==> config.mk <==
export PLATFORM = sky130hd
export DESIGN_NAME = vga_sync_gen
export DESIGN_NICKNAME = d
export VERILOG_FILES = /design/src/rtl/vga_timing_pkg.sv /design/src/rtl/pix_tick_div.sv /design/src/rtl/vga_sync_gen.sv
export SDC_FILE = /design/constraint.sdc
export NUM_CORES = 1
export LEC_CHECK = 0
export CAP_MARGIN = 10
export CORE_MARGIN = 3
export CORE_UTILIZATION = 30
export DETAILED_ROUTE_END_ITERATION = 6
export PLACE_DENSITY = 0.51
export REMOVE_ABC_BUFFERS = 1
export SETUP_SLACK_MARGIN = 0.5
export SYNTH_ARGS = -nofsm -noshare
export SYNTH_HDL_FRONTEND = slang
export SYNTH_HIERARCHICAL = 1
export SYNTH_SLANG_ARGS = --single-unit
==> constraint.sdc <==
create_clock -name CLK_NEXYS -period 3.1 [get_ports CLK_NEXYS]
set_clock_uncertainty 0.2 [all_clocks]
set_input_delay 0.62 -clock CLK_NEXYS [delete_from_list [all_inputs] [get_ports CLK_NEXYS]]
set_output_delay 0.62 -clock CLK_NEXYS [all_outputs]
set_load 0.03 [all_outputs]
==> src/rtl/vga_timing_pkg.sv <==
// 640x480@60 timing constants and small decode helpers, shared by the sync
// generator and the renderer.
package vga_timing_pkg;

   localparam int unsigned CNT_W         = 10;

   localparam int unsigned VGA_H_DISPLAY = 640;
   localparam int unsigned VGA_H_FP      = 16;
   localparam int unsigned VGA_H_SYNC    = 96;
   localparam int unsigned VGA_H_BP      = 48;
   localparam int unsigned VGA_H_TOTAL   = VGA_H_DISPLAY + VGA_H_FP + VGA_H_SYNC + VGA_H_BP;

   localparam int unsigned VGA_V_DISPLAY = 480;
   localparam int unsigned VGA_V_FP      = 10;
   localparam int unsigned VGA_V_SYNC    = 2;
   localparam int unsigned VGA_V_BP      = 33;
   localparam int unsigned VGA_V_TOTAL   = VGA_V_DISPLAY + VGA_V_FP + VGA_V_SYNC + VGA_V_BP;

   localparam int unsigned VGA_DIV       = 4;

   // True when v lies in [lo, lo+len-1]; compared as unsigned 32-bit values.
   function automatic logic in_span(input logic [CNT_W-1:0] v,
                                    input int unsigned      lo,
                                    input int unsigned      len);
      int unsigned vi;
      vi = {{(32-CNT_W){1'b0}}, v};
      return (vi >= lo) && (vi < lo + len);
   endfunction

endpackage

==> src/rtl/pix_tick_div.sv <==
// Pixel-rate enable: free-running 0..DIV-1 counter, p_tick high on the last count.
module pix_tick_div #(
   parameter int unsigned DIV = 4
)(
   input  logic clk_nexys,
   input  logic reset,
   output logic p_tick
);

   localparam int unsigned     DIV_W   = (DIV > 1) ? $clog2(DIV) : 1;
   localparam logic [DIV_W-1:0] DIV_MAX = DIV_W'(DIV - 1);

   logic [DIV_W-1:0] div_q;

   always_ff @(posedge clk_nexys) begin
      if (reset)
         div_q <= '0;
      else if (div_q == DIV_MAX)
         div_q <= '0;
      else
         div_q <= div_q + DIV_W'(1);
   end

   assign p_tick = (div_q == DIV_MAX);

endmodule

==> src/rtl/vga_sync_gen.sv <==
// VGA raster counters and sync/blanking decode; decoded outputs are registered
// from the next-state counters so they line up with PIX_X/PIX_Y.
module vga_sync_gen
   import vga_timing_pkg::*;
#(
   parameter int unsigned H_DISPLAY = VGA_H_DISPLAY,
   parameter int unsigned H_FP      = VGA_H_FP,
   parameter int unsigned H_SYNC    = VGA_H_SYNC,
   parameter int unsigned H_BP      = VGA_H_BP,
   parameter int unsigned V_DISPLAY = VGA_V_DISPLAY,
   parameter int unsigned V_FP      = VGA_V_FP,
   parameter int unsigned V_SYNC    = VGA_V_SYNC,
   parameter int unsigned V_BP      = VGA_V_BP,
   parameter int unsigned DIV       = VGA_DIV
)(
   input  logic             CLK_NEXYS,
   input  logic             RESET,
   output logic             P_TICK,
   output logic [CNT_W-1:0] PIX_X,
   output logic [CNT_W-1:0] PIX_Y,
   output logic             HSYNC,
   output logic             VSYNC,
   output logic             VIDEO_ON,
   output logic             FRAME_START
);

   localparam int unsigned      H_TOTAL = H_DISPLAY + H_FP + H_SYNC + H_BP;
   localparam int unsigned      V_TOTAL = V_DISPLAY + V_FP + V_SYNC + V_BP;
   localparam logic [CNT_W-1:0] H_MAX   = CNT_W'(H_TOTAL - 1);
   localparam logic [CNT_W-1:0] V_MAX   = CNT_W'(V_TOTAL - 1);

   logic [CNT_W-1:0] x_q, y_q;
   logic [CNT_W-1:0] x_nxt, y_nxt;
   logic             h_end, v_end;

   pix_tick_div #(.DIV(DIV)) u_tick (
      .clk_nexys (CLK_NEXYS),
      .reset     (RESET),
      .p_tick    (P_TICK)
   );

   assign h_end = (x_q == H_MAX);
   assign v_end = (y_q == V_MAX);

   always_comb begin
      x_nxt = x_q;
      y_nxt = y_q;
      if (P_TICK) begin
         if (h_end) begin
            x_nxt = '0;
            y_nxt = v_end ? '0 : y_q + CNT_W'(1);
         end else begin
            x_nxt = x_q + CNT_W'(1);
         end
      end
   end

   always_ff @(posedge CLK_NEXYS) begin
      if (RESET) begin
         x_q         <= '0;
         y_q         <= '0;
         HSYNC       <= 1'b1;
         VSYNC       <= 1'b1;
         VIDEO_ON    <= 1'b0;
         FRAME_START <= 1'b0;
      end else begin
         x_q         <= x_nxt;
         y_q         <= y_nxt;
         HSYNC       <= ~in_span(x_nxt, H_DISPLAY + H_FP, H_SYNC);
         VSYNC       <= ~in_span(y_nxt, V_DISPLAY + V_FP, V_SYNC);
         VIDEO_ON    <= in_span(x_nxt, 0, H_DISPLAY) && in_span(y_nxt, 0, V_DISPLAY);
         // Only the tick that wraps the last pixel of the last line starts a frame.
         FRAME_START <= P_TICK && h_end && v_end;
      end
   end

   assign PIX_X = x_q;
   assign PIX_Y = y_q;

endmodule

==> impl_results.md, run 1 <==
- Max Cap Viol: 0
- CTS resizes: 0
- Hold_buf cts: 0
- Clock tree root buffer cell: clkbuf_8
- Crit path depth: 3
- Area of the multi-input gates: 765.7 µm²
- Yosys reg bits: 26
- Critical path start-end classification: flop to output port
- Synthesis Warnings: 6
- Final-report hold violation count: 0
- Setup TNS: 0 ns
- Register Area: 520.5 µm²
- DRT Pass-1 Iters: 4
- Critical Path Fanout Max: 9
- Number of global-route vias before repair: 1057
- Clock Power Share: 0.374
- Reg power frac: 0.572
- Ys async rst share: 0
- Cell row count: 23
- Crit path capture type: output port
- Rel. slew slack: 0.7014
- Leak pwr: 0.5746 nW
- Worst slew pin tran: 0.4438 ns
- I/O Pins: 27
- WHS: 0.2359 ns
- GRT Overall Usage: 0.1254
- Largest net degree at the start of global routing: 15
- Seq/Total Area, Yosys: 0.3910
- Top cell type by total area after synthesis: dfxtp_1
- Top cells by area, synth: dfxtp_1 (39%), xnor2_1 (5.9%), xor2_1 (5.3%)
- GPL Wtd Cong: 0.8299
- Synth Area per Inst: 9.118 µm²
- Ant. Diodes: 0
- DIE AREA: 5273 µm²
- Hold Path Class: flop to flop
- Critical Path End: P_TICK
- Layout area overhead: 26.69%
- Distinct cells, synth: 42
- Critical path arrival: 1.66 ns
- Vias: 1124
- Reg2reg start: PIX_X[5]$_SDFF_PP0_
- Post-synth top area share: 0.3910
- Net switching power: 130.2 µW
- Worst setup SP type: flop
- DR DRC count: 0
- Post-CTS setup buffers: 0
- Worst path buffer plus inverter count: 2
- Commonest cells post-synth: dfxtp_1 (26), nor2_1 (13), nand2_1 (11)
- Clock Sinks: 26
- GRT overflow: 0
- Port Buffers: 26
- Tmin final: 2.480 ns
- Critical-path cell list: ha_1 > buf_4 > clkdlybuf4s50_1
- FF-to-FF End: PIX_Y[4]$_SDFF_PP0_
- CTS tree: yes
- Worst path required time: 2.28 ns
- Peak VDD IR: 187.8 µV
- Chip height: 72.62 µm
- Final Cycle Share: 0.8001
- RSZ-0062 raised after global routing: false
- Pwr Density: 354.3 nW/µm²
- Initial Util: 0.3213
- FMAX: 0.4032 GHz
- H-tree depth: 1
- Post-DP HPWL: 2.310 mm
- Final setup viols: 0
- Largest stage delay on the critical path: 0.69 ns
- Combinational share of power: 0.054
- Detailed Route Iter0 Violations: 83
- Predominant post-synthesis flop cell: dfxtp_1
- Initial antenna violation count: 0
- R2R Setup Slk: 0.75 ns
- Slowest cell on crit path: clkdlybuf4s50_1
- Core Region: 4144 µm²
- Cell internal pwr: 467.3 µW
- Fill count: 434
- Status: completed
- Post-synth EDFFs: 0
- Routed WL: 3.050 mm
- Cell count after synthesis: 146
- Remaining antenna violation count after routing: 0
- Post-Syn Area: 1331 µm²
- # nets final: 178
- R2R depth: 5
- Clk_lat worst skew: 0.27 ns
- CTS Buf Count: 3
- Clk slew on worst S/H paths: 0.09 ns
- Clock Tree Buf Depth: 2
- Largest delay share family, worst path: buffers and inverters
- Hold path cells: 1
- Die span in x: 72.62 µm
- Via density: 5.086
- Pins Over Slew Limit: 0
- Layout cells sized above 1: 0.09357
- Switch share: 0.2180
- Drt wl/cell: 13.80 µm
- Crit path launch: u_tick/div_q[0]$_SDFF_PP0_
- Global-route wire length before repair: 5.257 mm
- Most instantiated library cell after synthesis: dfxtp_1
[routing by layer]
layer,GRT usage,share of wire
met3,0.02617,0.026
met5,0,0
met4,0.03689,0.013
met2,0.1974,0.46
met1,0.1724,0.50
[metrics by stage]
stage	cells	setup slack [ns]	power (mW)	util	instance area (µm²)
2_1_floorplan	139	0.4785	0.3681	-	1294
3_3_place_gp	217	0.8232	0.3825	0.3937	1632
3_5_place_dp	217	0.7722	0.3826	0.3937	1632
4_1_cts	221	0.6034	0.6071	0.4070	1687
5_1_grt	221	0.5147	0.6278	0.4070	1687
6_report	221	0.6196	0.5975	0.4070	1687
[layout make-up]
cell class	count	area share
Clock buffer	4	0.03264
Inverter	2	0.004451
Multi-Input combinational cell	111	0.4540
Sequential cell	26	0.3086
Tap cell	50	0.03709
Timing Repair Buffer	28	0.1632
[power groups by stage]
| stage | logic (mW) | clock network, mW | registers, mW |
|---|---|---|---|
| after floorplan | 0.0148 | 0 | 0.353 |
| after global placement | 0.0326 | 0 | 0.350 |
| after detailed placement | 0.0327 | 0 | 0.350 |
| after CTS | 0.0328 | 0.232 | 0.342 |
| after global routing | 0.0355 | 0.249 | 0.343 |
| final | 0.0322 | 0.223 | 0.342 |
[registers in the layout, indices dropped and copies added (netlist names)]
register,count
FRAME_START,1
HSYNC,1
PIX_X,10
PIX_Y,10
VIDEO_ON,1
VSYNC,1
u_tick/div_q,2
[worst min-delay path by stage]
stage                          startpoint                    endpoint  slack, ns
6_report       u_tick/div_q[0]$_SDFF_PP0_  u_tick/div_q[0]$_SDFF_PP0_       0.24
5_1_grt        u_tick/div_q[0]$_SDFF_PP0_  u_tick/div_q[0]$_SDFF_PP0_       0.28
4_1_cts        u_tick/div_q[0]$_SDFF_PP0_  u_tick/div_q[0]$_SDFF_PP0_       0.24
3_5_place_dp   u_tick/div_q[0]$_SDFF_PP0_  u_tick/div_q[0]$_SDFF_PP0_       0.22
3_3_place_gp   u_tick/div_q[0]$_SDFF_PP0_  u_tick/div_q[0]$_SDFF_PP0_       0.22
2_1_floorplan  u_tick/div_q[0]$_SDFF_PP0_  u_tick/div_q[0]$_SDFF_PP0_       0.21
[kinds of logic (layout without fill, tap and decap cells)]
logic type | after synthesis | count (layout) | synth area share
AOI/OAI and AO/OA | 16 | 16 | 0.08365
and+or+nand+nor | 72 | 72 | 0.3271
muxes | 2 | 2 | 0.01504
DFF | 26 | 26 | 0.3910
adders and majority gates | 4 | 4 | 0.03760
buffers and inverters | 9 | 34 | 0.03383
xor gates and xnor gates | 17 | 17 | 0.1118
[placed cells by master, fill, tap and decap left out, drive strengths merged, types with 2 or more instances in the layout]
cell,instances
mux2i,2
nor2b,2
clkdlybuf4s50,26
clkbuf,4
inv,2
dfxtp,26
o21ai,3
xor2,8
ha,4
or3,2
nor4b,3
a21oi,5
nand4,11
and3,2
nor3b,3
nor4,2
nor2,13
buf,2
xnor2,9
nor3,11
nand2,11
nand3,5
and4,2
Power figures use the tool's default switching activity.
==> inputs of run 2 (changes only) <==
--- a/config.mk
+++ b/config.mk
@@ -9,7 +9,7 @@
 export CORE_MARGIN = 3
 export CORE_UTILIZATION = 30
 export DETAILED_ROUTE_END_ITERATION = 6
-export PLACE_DENSITY = 0.51
+export PLACE_DENSITY = 0.53
 export REMOVE_ABC_BUFFERS = 1
 export SETUP_SLACK_MARGIN = 0.5
 export SYNTH_ARGS = -nofsm -noshare
==> constraint.sdc (replaced) <==
create_clock -name CLK_NEXYS -period 2.05 [get_ports CLK_NEXYS]
set_clock_uncertainty 0.2 [all_clocks]
set_input_delay 0.41 -clock CLK_NEXYS [delete_from_list [all_inputs] [get_ports CLK_NEXYS]]
set_output_delay 0.41 -clock CLK_NEXYS [all_outputs]
set_load 0.03 [all_outputs]
==> run 2 against run 1 <==
The flow now finishes with violations (setup timing); critical path type is now flop to flop; sequential share of layout area fell by 5.2 points; non-clock buffer count rose by 34; combinational power rose by 120%; clock-buffer cell count did not move; final cell count rose by 15%; register-to-register slack got worse by 0.77 ns; worst hold slack improved by 0.086 ns.
==> impl_results.md, run 2 (same netlist as run 1, synthesis figures left out) <==
- Status: finished with violations (was completed)
- Failing checks: setup timing
- Worst path required time: 2.00 ns (was 2.28 ns)
- Slowest cell on crit path: or4_4 (was clkdlybuf4s50_1)
- Layout cells sized above 1: 0.5707 (was 0.09357)
- Port Buffers: 26 (unchanged)
- Initial Util: 0.3213 (unchanged)
- Global-route wire length before repair: 6.230 mm (was 5.257 mm)
- Worst slew pin tran: 0.3764 ns (was 0.4438 ns)
- Critical Path Fanout Max: 4 (was 9)
- Number of global-route vias before repair: 1317 (was 1057)
- GRT Overall Usage: 0.1475 (was 0.1254)
- Fill count: 385 (was 434)
- Detailed Route Iter0 Violations: 69 (was 83)
- Clk_lat worst skew: 0.27 ns (about the same)
- Chip height: 72.62 µm (unchanged)
- Clk slew on worst S/H paths: 0.09 ns (about the same)
- Core Region: 4144 µm² (unchanged)
- Dpl ws: -0.1120 ns (was 0.7722 ns)
- Reg power frac: 0.559 (was 0.572)
- Die span in x: 72.62 µm (unchanged)
- Max Cap Viol: 0 (unchanged)
- Clock Power Share: 0.363 (was 0.374)
- Via density: 5.259 (was 5.086)
- FMAX: 0.4831 GHz
- Clock Sinks: 26 (unchanged)
- Net switching power: 200.9 µW (was 130.2 µW)
- DRT Pass-1 Iters: 4 (unchanged)
- Clock tree root buffer cell: clkbuf_8 (unchanged)
- Most common cell after layout, fill and taps aside: buf_4
- Crit path capture type: flop (was output port)
- Routed WL: 3.737 mm (was 3.050 mm)
- Critical path arrival: 2.02 ns (was 1.66 ns)
- DR DRC count: 0 (unchanged)
- Largest delay share family, worst path: simple AND/OR/NAND/NOR gates (was buffers and inverters)
- Leak pwr: 0.8972 nW (was 0.5746 nW)
- Rel. slew slack: 0.7485 (was 0.7014)
- DIE AREA: 5273 µm² (unchanged)
- Critical path start-end classification: flop to flop (was flop to output port)
- Peak VDD IR: 314.1 µV (was 187.8 µV)
- Remaining antenna violation count after routing: 0 (unchanged)
- H-tree depth: 1 (unchanged)
- Drt wl/cell: 14.65 µm (was 13.80 µm)
- Hold Path Class: flop to flop (unchanged)
- Switch share: 0.2192 (was 0.2180)
- Ant. Diodes: 0 (unchanged)
- RSZ-0062 raised after global routing: true (was false)
- Cell internal pwr: 715.4 µW (was 467.3 µW)
- # nets final: 212 (was 178)
- Initial antenna violation count: 0 (unchanged)
- Clock Tree Buf Depth: 2 (unchanged)
- Commonest non-fill, non-tap cells in the layout: buf_4 (31), buf_6 (18), dfxtp_2 (14), nor2_1 (11) (was dfxtp_1 (26), clkdlybuf4s50_1 (26), nor2_1 (13), nand2_1 (11))
- Largest stage delay on the critical path: 0.52 ns (was 0.69 ns)
- Vias: 1341 (was 1124)
- Worst path buffer plus inverter count: 1 (was 2)
- Tmin final: 2.070 ns
- Largest net degree at the start of global routing: 15 (unchanged)
- Final worst slack: -0.02007 ns (was 0.6196 ns)
- Hold_buf cts: 0 (unchanged)
- Layout area overhead: 64.00% (was 26.69%)
- CTS tree: yes (unchanged)
- CTS Buf Count: 3 (unchanged)
- Worst setup SP type: flop (unchanged)
- Pins Over Slew Limit: 0 (unchanged)
- Final setup viols: 1 (was 0)
- Post-DP HPWL: 2.552 mm (was 2.310 mm)
- GRT overflow: 0 (unchanged)
- Final Cycle Share: 1.010
- Pwr Density: 419.7 nW/µm² (was 354.3 nW/µm²)
- I/O Pins: 27 (unchanged)
- Cell row count: 23 (unchanged)
- Final-report hold violation count: 0 (unchanged)
- Critical-path cell list: nor4b_4 > buf_4 > nand4_4 > or4_4 > a211oi_4 > nand4_1 (was ha_1 > buf_4 > clkdlybuf4s50_1)
- Combinational share of power: 0.078 (was 0.054)
- GPL Wtd Cong: 0.8433 (was 0.8299)
- Setup TNS: -0.02007 ns (was 0 ns)
## run 2: cell types whose count changed in the layout (fill, tap and decap cells not counted), moves of 6 or more
| cell | previous run | this run |
|---|---|---|
| buf_4 | 2 | 31 |
| dfxtp_4 | 0 | 6 |
| buf_6 | 0 | 18 |
| dfxtp_1 | 26 | 6 |
| clkdlybuf4s50_1 | 26 | 1 |
| dfxtp_2 | 0 | 14 |
## run 2: final cells by class
cell class,count,area [µm²],share of cell area
sequential,26,560.5,0.2567
inverter,2,7.507,0.003438
tap,50,62.56,0.02865
timing repair buffer,62,553.0,0.2533
multi-input combinational,111,944.7,0.4327
clock buffer,4,55.05,0.02521
## run 2: per-stage QoR
stage | hold WS, ns | total power, mW | area [µm²] | cells | util
after floorplan | 0.2061 | 0.5566 | 1294 | 139 | -
after global placement | 0.2883 | 0.5864 | 1794 | 239 | 0.4330
after detailed placement | 0.2983 | 0.5893 | 1794 | 239 | 0.4330
after CTS | 0.3188 | 0.9361 | 2026 | 250 | 0.4888
after global routing | 0.3376 | 0.9628 | 2183 | 255 | 0.5269
final | 0.3220 | 0.9163 | 2183 | 255 | 0.5269
## run 2: worst min-delay path, stage by stage (launching register included)
cell and delay [ns]:
dfxtp_2 0.36, buf_4 0.11, nor3_2 0.03
## run 2: worst paths after layout
kind	cells after the start	endpoint	startpoint	slack, ns
worst max-delay path	6	VSYNC$_SDFF_PP1_	PIX_X[7]$_SDFF_PP0_	-0.02
worst min register to register	2	u_tick/div_q[0]$_SDFF_PP0_	u_tick/div_q[0]$_SDFF_PP0_	0.32
worst min-delay path	2	u_tick/div_q[0]$_SDFF_PP0_	u_tick/div_q[0]$_SDFF_PP0_	0.32
worst max register to register	6	VSYNC$_SDFF_PP1_	PIX_X[7]$_SDFF_PP0_	-0.02
## run 2: what timing repair did
item                       CTS  global route
buffers inserted             7             5
hold endpoints to repair     0             0
pin swaps                   21            11
gates resized for setup    170            44
setup endpoints to repair   47            42
## run 2: power by group through the flow
stage,Combinational (mW),Clock (mW),Sequential (mW)
finish,0.0714,0.333,0.512
detailed placement,0.0619,0,0.527
floorplan,0.0224,0,0.534
CTS,0.0720,0.344,0.520
global route,0.0788,0.371,0.513
global placement,0.0593,0,0.527
## run 2: per-layer routing
layer	up-vias	GRT usage	part of all wire
met4	0	0.02869	0.012
met2	31	0.2625	0.51
met3	6	0.03168	0.045
li1	650	-	-
met5	-	0	0
met1	654	0.1828	0.43
